`config.mk`:
```
export PLATFORM = sky130hd
export DESIGN_NAME = fp_add_arbiter
export DESIGN_NICKNAME = d
export VERILOG_FILES = /design/src/rtl/fp_add_arbiter.sv
export SDC_FILE = /design/constraint.sdc
export NUM_CORES = 1
export LEC_CHECK = 0
export CORE_ASPECT_RATIO = 1.75
export CORE_UTILIZATION = 52
export CTS_CLUSTER_DIAMETER = 100
export DETAILED_ROUTE_END_ITERATION = 8
export PLACE_DENSITY_LB_ADDON = 0.1
export SKIP_LAST_GASP = 1
export SLEW_MARGIN = 20
export SYNTH_ARGS = -nofsm -noshare
export SYNTH_HDL_FRONTEND = slang
export SYNTH_SLANG_ARGS = --single-unit
```
`constraint.sdc`:
```
create_clock -name clk -period 4.1 [get_ports clk]
set_input_delay 0.82 -clock clk [delete_from_list [all_inputs] [get_ports clk]]
set_output_delay 0.82 -clock clk [all_outputs]
set_load 0.03 [all_outputs]
```
`src/rtl/fp_add_arbiter.sv`:
```
// Purpose: round-robin issue of tagged FP add/sub ops from NUM_REQ requesters into one shared,
//          non-stallable adder, with returning results steered into per-requester result FIFOs.
// Latency: grant is combinational; issue registered (+1 cycle); result visible in FIFO 1 cycle after res_valid.
// Backpressure: per-requester credits (FIFO free slots minus in-flight ops) gate grants, so the adder is never stalled.
//
// Ports:
//   clk, rst_n                  clock, synchronous active-low reset
//   req_valid/req_ready         per-requester op handshake (req_ready one-hot or zero)
//   req_a/req_b/req_op          packed per-requester operands, slice [i*W +: W]
//   add_valid/a/b/op/tag        registered issue to the adder
//   res_valid/res_tag/res_data  adder result return
//   rsp_valid/rsp_data/rsp_ready per-requester result FIFO head and pop
//   inflight                    ops issued and not yet returned
//   err                         sticky protocol error

`ifndef FP16
`define FP16 0
`endif
`ifndef FP32
`define FP32 1
`endif
`ifndef FP64
`define FP64 2
`endif
`ifndef GET_EXP_LEN
`define GET_EXP_LEN ((data_format == `FP64) ? 11 : (data_format == `FP16) ? 5 : 8)
`endif
`ifndef GET_MANTISSA_LEN
`define GET_MANTISSA_LEN ((data_format == `FP64) ? 52 : (data_format == `FP16) ? 10 : 23)
`endif
`ifndef ADD
`define ADD 1'b0
`endif
`ifndef SUB
`define SUB 1'b1
`endif

module fp_add_arbiter #(
    parameter int data_format = `FP32,
    parameter int NUM_REQ     = 4,
    parameter int RSP_DEPTH   = 4,
    parameter int TAG_W       = $clog2(NUM_REQ),
    localparam int W          = `GET_EXP_LEN + `GET_MANTISSA_LEN + 1,
    localparam int IW         = $clog2(NUM_REQ * RSP_DEPTH + 1)
) (
    input  logic                   clk,
    input  logic                   rst_n,
    input  logic [NUM_REQ-1:0]     req_valid,
    output logic [NUM_REQ-1:0]     req_ready,
    input  logic [NUM_REQ*W-1:0]   req_a,
    input  logic [NUM_REQ*W-1:0]   req_b,
    input  logic [NUM_REQ-1:0]     req_op,
    output logic                   add_valid,
    output logic [W-1:0]           add_a,
    output logic [W-1:0]           add_b,
    output logic                   add_op,
    output logic [TAG_W-1:0]       add_tag,
    input  logic                   res_valid,
    input  logic [TAG_W-1:0]       res_tag,
    input  logic [W-1:0]           res_data,
    output logic [NUM_REQ-1:0]     rsp_valid,
    output logic [NUM_REQ*W-1:0]   rsp_data,
    input  logic [NUM_REQ-1:0]     rsp_ready,
    output logic [IW-1:0]          inflight,
    output logic                   err
);

    localparam int CW = $clog2(RSP_DEPTH + 1);
    localparam int PW = $clog2(RSP_DEPTH);
    localparam logic [CW-1:0] DEPTH_C = CW'(RSP_DEPTH);

    logic [CW-1:0]      credit_q [NUM_REQ];
    logic [CW-1:0]      cnt_q    [NUM_REQ];
    logic [PW-1:0]      wp_q     [NUM_REQ];
    logic [PW-1:0]      rp_q     [NUM_REQ];
    logic [W-1:0]       mem_q    [NUM_REQ][RSP_DEPTH];

    logic [TAG_W-1:0]   rr_q, rr_d;
    logic               add_valid_q;
    logic [W-1:0]       add_a_q, add_b_q;
    logic               add_op_q;
    logic [TAG_W-1:0]   add_tag_q;
    logic [IW-1:0]      inflight_q;
    logic               err_q;

    logic [NUM_REQ-1:0] elig, gnt, pop, wr_en, tag_hit, full;
    logic               gnt_any, tag_ok, err_set;
    logic [TAG_W-1:0]   win;
    logic [TAG_W:0]     scan;
    logic [W-1:0]       sel_a, sel_b;
    logic               sel_op;

    // Eligibility, FIFO status and result tag decode.
    always_comb begin
        elig    = '0;
        pop     = '0;
        full    = '0;
        tag_hit = '0;
        for (int i = 0; i < NUM_REQ; i++) begin
            elig[i]    = req_valid[i] && (credit_q[i] != '0);
            rsp_valid[i] = (cnt_q[i] != '0);
            full[i]    = (cnt_q[i] == DEPTH_C);
            tag_hit[i] = (res_tag == TAG_W'(i));
        end
        pop    = rsp_valid & rsp_ready;
        tag_ok = |tag_hit;
    end

    // Round-robin scan starting at rr_q; first eligible requester wins.
    always_comb begin
        gnt_any = 1'b0;
        win     = '0;
        scan    = '0;
        for (int k = 0; k < NUM_REQ; k++) begin
            scan = {1'b0, rr_q} + (TAG_W+1)'(k);
            if (scan >= (TAG_W+1)'(NUM_REQ)) begin
                scan = scan - (TAG_W+1)'(NUM_REQ);
            end
            if (!gnt_any && elig[scan[TAG_W-1:0]]) begin
                gnt_any = 1'b1;
                win     = scan[TAG_W-1:0];
            end
        end
    end

    // Grants are suppressed while reset is asserted so req_ready reads 0 during reset.
    always_comb begin
        gnt    = '0;
        sel_a  = '0;
        sel_b  = '0;
        sel_op = 1'b0;
        if (gnt_any && rst_n) begin
            gnt = NUM_REQ'(1) << win;
        end
        for (int i = 0; i < NUM_REQ; i++) begin
            if (gnt[i]) begin
                sel_a  = req_a[i*W +: W];
                sel_b  = req_b[i*W +: W];
                sel_op = req_op[i];
            end
        end
        if (!gnt_any) begin
            rr_d = rr_q;
        end else if (win == TAG_W'(NUM_REQ - 1)) begin
            rr_d = '0;
        end else begin
            rr_d = win + TAG_W'(1);
        end
    end

    // A result is only accepted for a valid tag, a non-full FIFO, and while something is outstanding.
    always_comb begin
        wr_en = '0;
        for (int i = 0; i < NUM_REQ; i++) begin
            wr_en[i] = res_valid && tag_hit[i] && !full[i] && (inflight_q != '0);
        end
        err_set = res_valid && (!tag_ok || (inflight_q == '0) || (|(tag_hit & full)));
    end

    always_ff @(posedge clk) begin
        if (!rst_n) begin
            rr_q        <= '0;
            add_valid_q <= 1'b0;
            add_a_q     <= '0;
            add_b_q     <= '0;
            add_op_q    <= 1'b0;
            add_tag_q   <= '0;
            inflight_q  <= '0;
            err_q       <= 1'b0;
            for (int i = 0; i < NUM_REQ; i++) begin
                credit_q[i] <= DEPTH_C;
                cnt_q[i]    <= '0;
                wp_q[i]     <= '0;
                rp_q[i]     <= '0;
            end
        end else begin
            rr_q        <= rr_d;
            add_valid_q <= gnt_any;
            if (gnt_any) begin
                add_a_q   <= sel_a;
                add_b_q   <= sel_b;
                add_op_q  <= sel_op;
                add_tag_q <= win;
            end
            // A result arriving with nothing outstanding is an error; the count must not underflow.
            case ({add_valid_q, res_valid})
                2'b10:   inflight_q <= inflight_q + IW'(1);
                2'b01:   if (inflight_q != '0) inflight_q <= inflight_q - IW'(1);
                default: inflight_q <= inflight_q;
            endcase
            if (err_set) begin
                err_q <= 1'b1;
            end
            for (int i = 0; i < NUM_REQ; i++) begin
                case ({gnt[i], pop[i]})
                    2'b10:   credit_q[i] <= credit_q[i] - CW'(1);
                    2'b01:   credit_q[i] <= credit_q[i] + CW'(1);
                    default: credit_q[i] <= credit_q[i];
                endcase
                case ({wr_en[i], pop[i]})
                    2'b10:   cnt_q[i] <= cnt_q[i] + CW'(1);
                    2'b01:   cnt_q[i] <= cnt_q[i] - CW'(1);
                    default: cnt_q[i] <= cnt_q[i];
                endcase
                if (wr_en[i]) wp_q[i] <= wp_q[i] + PW'(1);
                if (pop[i])   rp_q[i] <= rp_q[i] + PW'(1);
            end
        end
    end

    // Storage needs no reset: rsp_data is masked while a FIFO is empty.
    always_ff @(posedge clk) begin
        for (int i = 0; i < NUM_REQ; i++) begin
            if (wr_en[i]) begin
                mem_q[i][wp_q[i]] <= res_data;
            end
        end
    end

    always_comb begin
        rsp_data = '0;
        for (int i = 0; i < NUM_REQ; i++) begin
            if (rsp_valid[i]) begin
                rsp_data[i*W +: W] = mem_q[i][rp_q[i]];
            end
        end
    end

    assign req_ready = gnt;
    assign add_valid = add_valid_q;
    assign add_a     = add_a_q;
    assign add_b     = add_b_q;
    assign add_op    = add_op_q;
    assign add_tag   = add_tag_q;
    assign inflight  = inflight_q;
    assign err       = err_q;

endmodule

```
**After elaboration in Yosys (flattened, before gate mapping)**

Memories as Yosys holds them, arrays and structs flattened.
Cells that the tools add are included.

- Add/subtract/negate cells: 34
- Order comparisons: 20
- Eq/ne operators: 27
- Shift operators: 1
- Mux-type cells: 202
- Bitwise logic cells: 42
- Reductions and logical operators: 61

Operator list:

| kind | number |
|---|---|
| $mux W128 | 10 |
| $mux W32 | 24 |
| $reduce_or A128 Y1 | 3 |
| $bmux W32 S2 | 4 |
| $demux W32 S2 | 4 |
| $mux W1 | 109 |
| $mux W3 | 24 |
| $mux W2 | 20 |
| $ge A3 B3 Y1 const B | 11 |
| $or A1 B1 Y1 | 32 |
| $logic_and A1 B1 Y1 | 25 |
| $add A3 B1 Y3 const B | 8 |
| $eq A2 B2 Y1 const B | 12 |
| $not A2 Y3 | 8 |
| $reduce_bool A3 Y1 | 8 |
| $sub A3 B1 Y3 const B | 8 |
| $eq A2 B1 Y1 const B | 10 |
| $add A2 B1 Y2 const B | 9 |
| $reduce_or A2 Y1 | 8 |
| $eq A3 B3 Y1 const B | 4 |
| $lt A2 B3 Y1 const B | 4 |
| $lt A3 B1 Y1 const B | 4 |
| $pmux W5 S2 | 1 |
| $and A4 B4 Y4 | 2 |
| 19 further kinds | 35 |

- Register bits: 76
- Memory bits (writable): 552
- Input bits: 305
- Output and inout bits: 210
- Logic and storage cells: 400
- Memories kept: 5

Memories:

| name | depth | width | rd ports | clocked after memory_dff | write ports | RTL line | RTL |
|---|---|---|---|---|---|---|---|
| mem_q | 4 | 128 | 4 | 0 | 1 | 76 | `logic [W-1:0] mem_q [NUM_REQ][RSP_DEPTH];` |
| cnt_q | 4 | 3 | 4 | 0 | 4 | 73 | `logic [CW-1:0] cnt_q [NUM_REQ];` |
| credit_q | 4 | 3 | 4 | 0 | 4 | 72 | `logic [CW-1:0] credit_q [NUM_REQ];` |
| rp_q | 4 | 2 | 4 | 0 | 4 | 75 | `logic [PW-1:0] rp_q [NUM_REQ];` |
| wp_q | 4 | 2 | 4 | 0 | 4 | 74 | `logic [PW-1:0] wp_q [NUM_REQ];` |

**Logic depth before layout (Yosys ltp)**

An unclocked memory read counts as a cell.

- Depth after elaboration: 24
- Depth in mapped cells: 19
- Gate-level depth less buffers: 17

**Least setup slack after synthesis**

No wires, ideal clock.

- Path kind: input -> register
- Start point: input port req_valid[3]
- End point: memory credit_q[0][2] in the netlist's numbering, data pin
- Setup time: 0.272 ns
- Arrival: 3.599 ns
- Data required time: 3.828 ns
- Slack: 0.229 ns
- Stages: 16
- Buffers on the path: 2
- Cell sequence: nor2b_1 > o22ai_1 > mux2i_1 > nor2b_1 > inv_1 > ha_1 > buf_2 > clkbuf_1 > and2_1 > inv_1 > ha_1 > nand2_1 > fa_1 > xnor2_1 > nor3_1 > o21ai_0

RTL lines:

| element | RTL line | RTL |
|---|---|---|
| start: declaration | 48 | `input logic [NUM_REQ-1:0] req_valid,` |
| end: declaration | 72 |  |

==> impl_metrics.env <==
export IMPL_status="completed"
export IMPL_top_layer="met5"
export IMPL_final_hold_viol_count=0
export IMPL_synthCells=1652
export IMPL_portBuffers=514
export IMPL_drtIter0Drc=1526
export IMPL_p_total_w=0.0191
export IMPL_dp_cells=2778
export IMPL_synth_top_family_by_area="multiplexers"
export IMPL_drive_gt1_share_pct=14.1
export IMPL_synthMuxAreaShare_pct=11.1
export IMPL_fin_setup_tns_ns=0
export IMPL_route_antenna_remaining_nets=0
export IMPL_synthAdderAreaFrac_pct=2.66
export IMPL_cts_sinks=628
export IMPL_firstDrtPassIters=6
export IMPL_synth_nets=2009
export IMPL_core_area_um2=49900
export IMPL_synth_largest_area_cell="edfxtp_1"
export IMPL_routabilityCongestion=0.915
export IMPL_postCtsSetupBuffers=0
export IMPL_hold_buffers=0
export IMPL_grt_use_total_pct=31.3
export IMPL_final_cells=2894
export IMPL_wl_met1_mm=26.3
export IMPL_cts_buffers=52
export IMPL_power_density_nw_per_um2=553
export IMPL_synth_cell_types=46
export IMPL_die_y_um=300
export IMPL_synth_flop_cell="edfxtp_1"
export IMPL_slew_limit_headroom_pct=45.5
export IMPL_max_freq_ghz=0.257
export IMPL_initial_utilization_pct=52.9
export IMPL_design_area_um2=34500
export IMPL_place_hpwl_mm=55.8
export IMPL_total_leakage_power_nw=11.8
export IMPL_skew_ns=0.0175
export IMPL_synth_compound_area_share_pct=7.70
export IMPL_drc_errors=0
export IMPL_syn_area_per_cell_um2=16.0
export IMPL_ir_worst_vdd_v=0.000393
export IMPL_synth_simple_area_share_pct=7.12
export IMPL_layout_commonest_cell="edfxtp_1"
export IMPL_synth_edff_count=552
export IMPL_layout_common_cells="552 x edfxtp_1, 509 x clkdlybuf4s50_1, 132 x and2_1"
export IMPL_place_area_um2=32600
export IMPL_antenna_found_initial=26
export IMPL_maxCapViolCount=0
export IMPL_yosysTopAreaCellShare_pct=62.8
export IMPL_root_buffer="clkbuf_16"
export IMPL_path_max_fanout=5
export IMPL_worst_slack_ns=0.207
export IMPL_syn_area_um2=26400
export IMPL_area_growth_pct=30.8
export IMPL_async_flop_share_pct=0
export IMPL_std_cell_rows=108
export IMPL_io_pins=515
export IMPL_htree_levels=2
export IMPL_cts_tree="done"
export IMPL_cts_clk_slew_worst_paths_ns=0.07
export IMPL_grt_first_pass_wirelength_mm=114
export IMPL_start_kind="register"
export IMPL_cp_arrival_ns=3.07
export IMPL_wl_mm=79.8
export IMPL_hold_path_class="reg -> reg"
export IMPL_synth_xor_xnor_area_share_pct=0.464
export IMPL_setup_viol=0
export IMPL_tightest_slew_ns=0.818
export IMPL_gr_total_overflow=0
export IMPL_period_share_pct=94.9
export IMPL_dieArea_um2=51700
export IMPL_path_class="reg -> out"
export IMPL_wl_per_cell_um=27.6
export IMPL_ys_top_cells_by_area="edfxtp_1 63%, mux4_2 11%, dfxtp_1 5.8%, and2_1 3.5%, ha_1 2.1%"
export IMPL_viasPerCell=5.92
export IMPL_finalMaxSlewViolations=0
export IMPL_rsz0062_at_grt="false"
export IMPL_post_cts_resized=0
export IMPL_place_ws_ns=0.0349
export IMPL_layout_min_cycle_time_ns=3.89
export IMPL_num_vias=17100
export IMPL_grt_max_degree=89
export IMPL_grt_pass1_vias=17700
export IMPL_clock_latency_ns=0.59
export IMPL_yosys_warnings=0
export IMPL_cts_buffer_depth=3
export IMPL_ys_seq_area_share_pct=68.5
export IMPL_die_w_um=172
export IMPL_crit_required_ns=3.28
export IMPL_ys_seq_elements=628
export IMPL_crit_path_end_kind="output pin"
export IMPL_dr_wl_met3_mm=7.68
export IMPL_final_nets=2529
export IMPL_wl_met2_mm=41.4
## state kept, by name, indices dropped and copies added (netlist names)
register / flops
rr_q: 2
err: 1
add_op: 1
inflight: 5
rp_q: 8
add_valid: 1
add_b: 32
credit_q: 12
add_a: 32
wp_q: 8
cnt_q: 12
mem_q: 512
add_tag: 2
## critical path: stages, from the launching register on
cell	delay (ns)
edfxtp_1	0.38
inv_1	0.06
ha_1	0.19
ha_1	0.21
nor2b_1	0.19
o22ai_1	0.10
mux2i_1	0.19
nor2b_1	0.34
ha_2	0.34
nand3_1	0.12
inv_1	0.20
buf_12	0.15
## final cells by class
cell class,count,area [um2]
Clock buffer,66,1480
Antenna cell,21,52.6
Fill cell,3379,15300
Clock inverter,29,349
Timing Repair Buffer,574,5820
Sequential cell,628,18100
Tap cell,660,826
Inverter,44,165
Multi-Input combinational cell,872,7740
## Yosys cell counts (5+ instances only)
cell type	instances
edfxtp_1	552
and2_1	148
mux4_2	128
a21oi_1	112
nand2_1	79
nor2_1	77
dfxtp_1	76
clkbuf_1	69
o22ai_1	62
a22o_1	60
ha_1	45
inv_1	43
buf_2	30
a22oi_1	28
o21ai_0	28
nor3_1	16
xnor2_1	11
and3_1	9
nor2b_1	9
fa_1	7
buf_4	6
or3_1	6
a31oi_1	5
nand2b_1	5
## power by group
part	total [W]	leakage [nW]	switching, W	internal (W)
combinational	0.00612	5.23	0.00355	0.00257
sequential	0.00770	5.65	0.000294	0.00740
clock	0.00527	0.908	0.00224	0.00303
total	0.0191	11.8	0.00609	0.0130
## routing by layer
layer / track usage [%] / up-vias
met4: 16.1 / 18
li1: - / 7441
met1: 34.5 / 8600
met3: 8.37 / 174
met2: 54.8 / 904
met5: 0 / -
## logic make-up after synthesis
kind of cell	count (synthesis)
AOI/OAI and AO/OA	312
muxes	133
buffers and inverters	152
xor gates and xnor gates	14
adders and majority gates	52
DFF	628
and+or+nand+nor	361
## path summary, 6_finish.rpt
path	from	endpoint	slack [ns]	depth (start not counted)
max	credit_q[3][0]	req_ready[3]	0.21	11
min	add_a[19]	add_a[19]	0.48	1
max reg2reg	credit_q[3][0]	credit_q[0][2]	0.41	17
min reg2reg	add_a[19]	add_a[19]	0.48	1
## stage by stage
| stage | util [%] | hold slack [ns] |
|---|---|---|
| after floorplan | - | 0.475 |
| after global placement | 65.5 | 0.456 |
| after detailed placement | 65.5 | 0.463 |
| after CTS | 69.1 | 0.484 |
| after global routing | 69.2 | 0.497 |
| final | 69.2 | 0.480 |
Note: power is estimated with default switching activity, not from simulation.
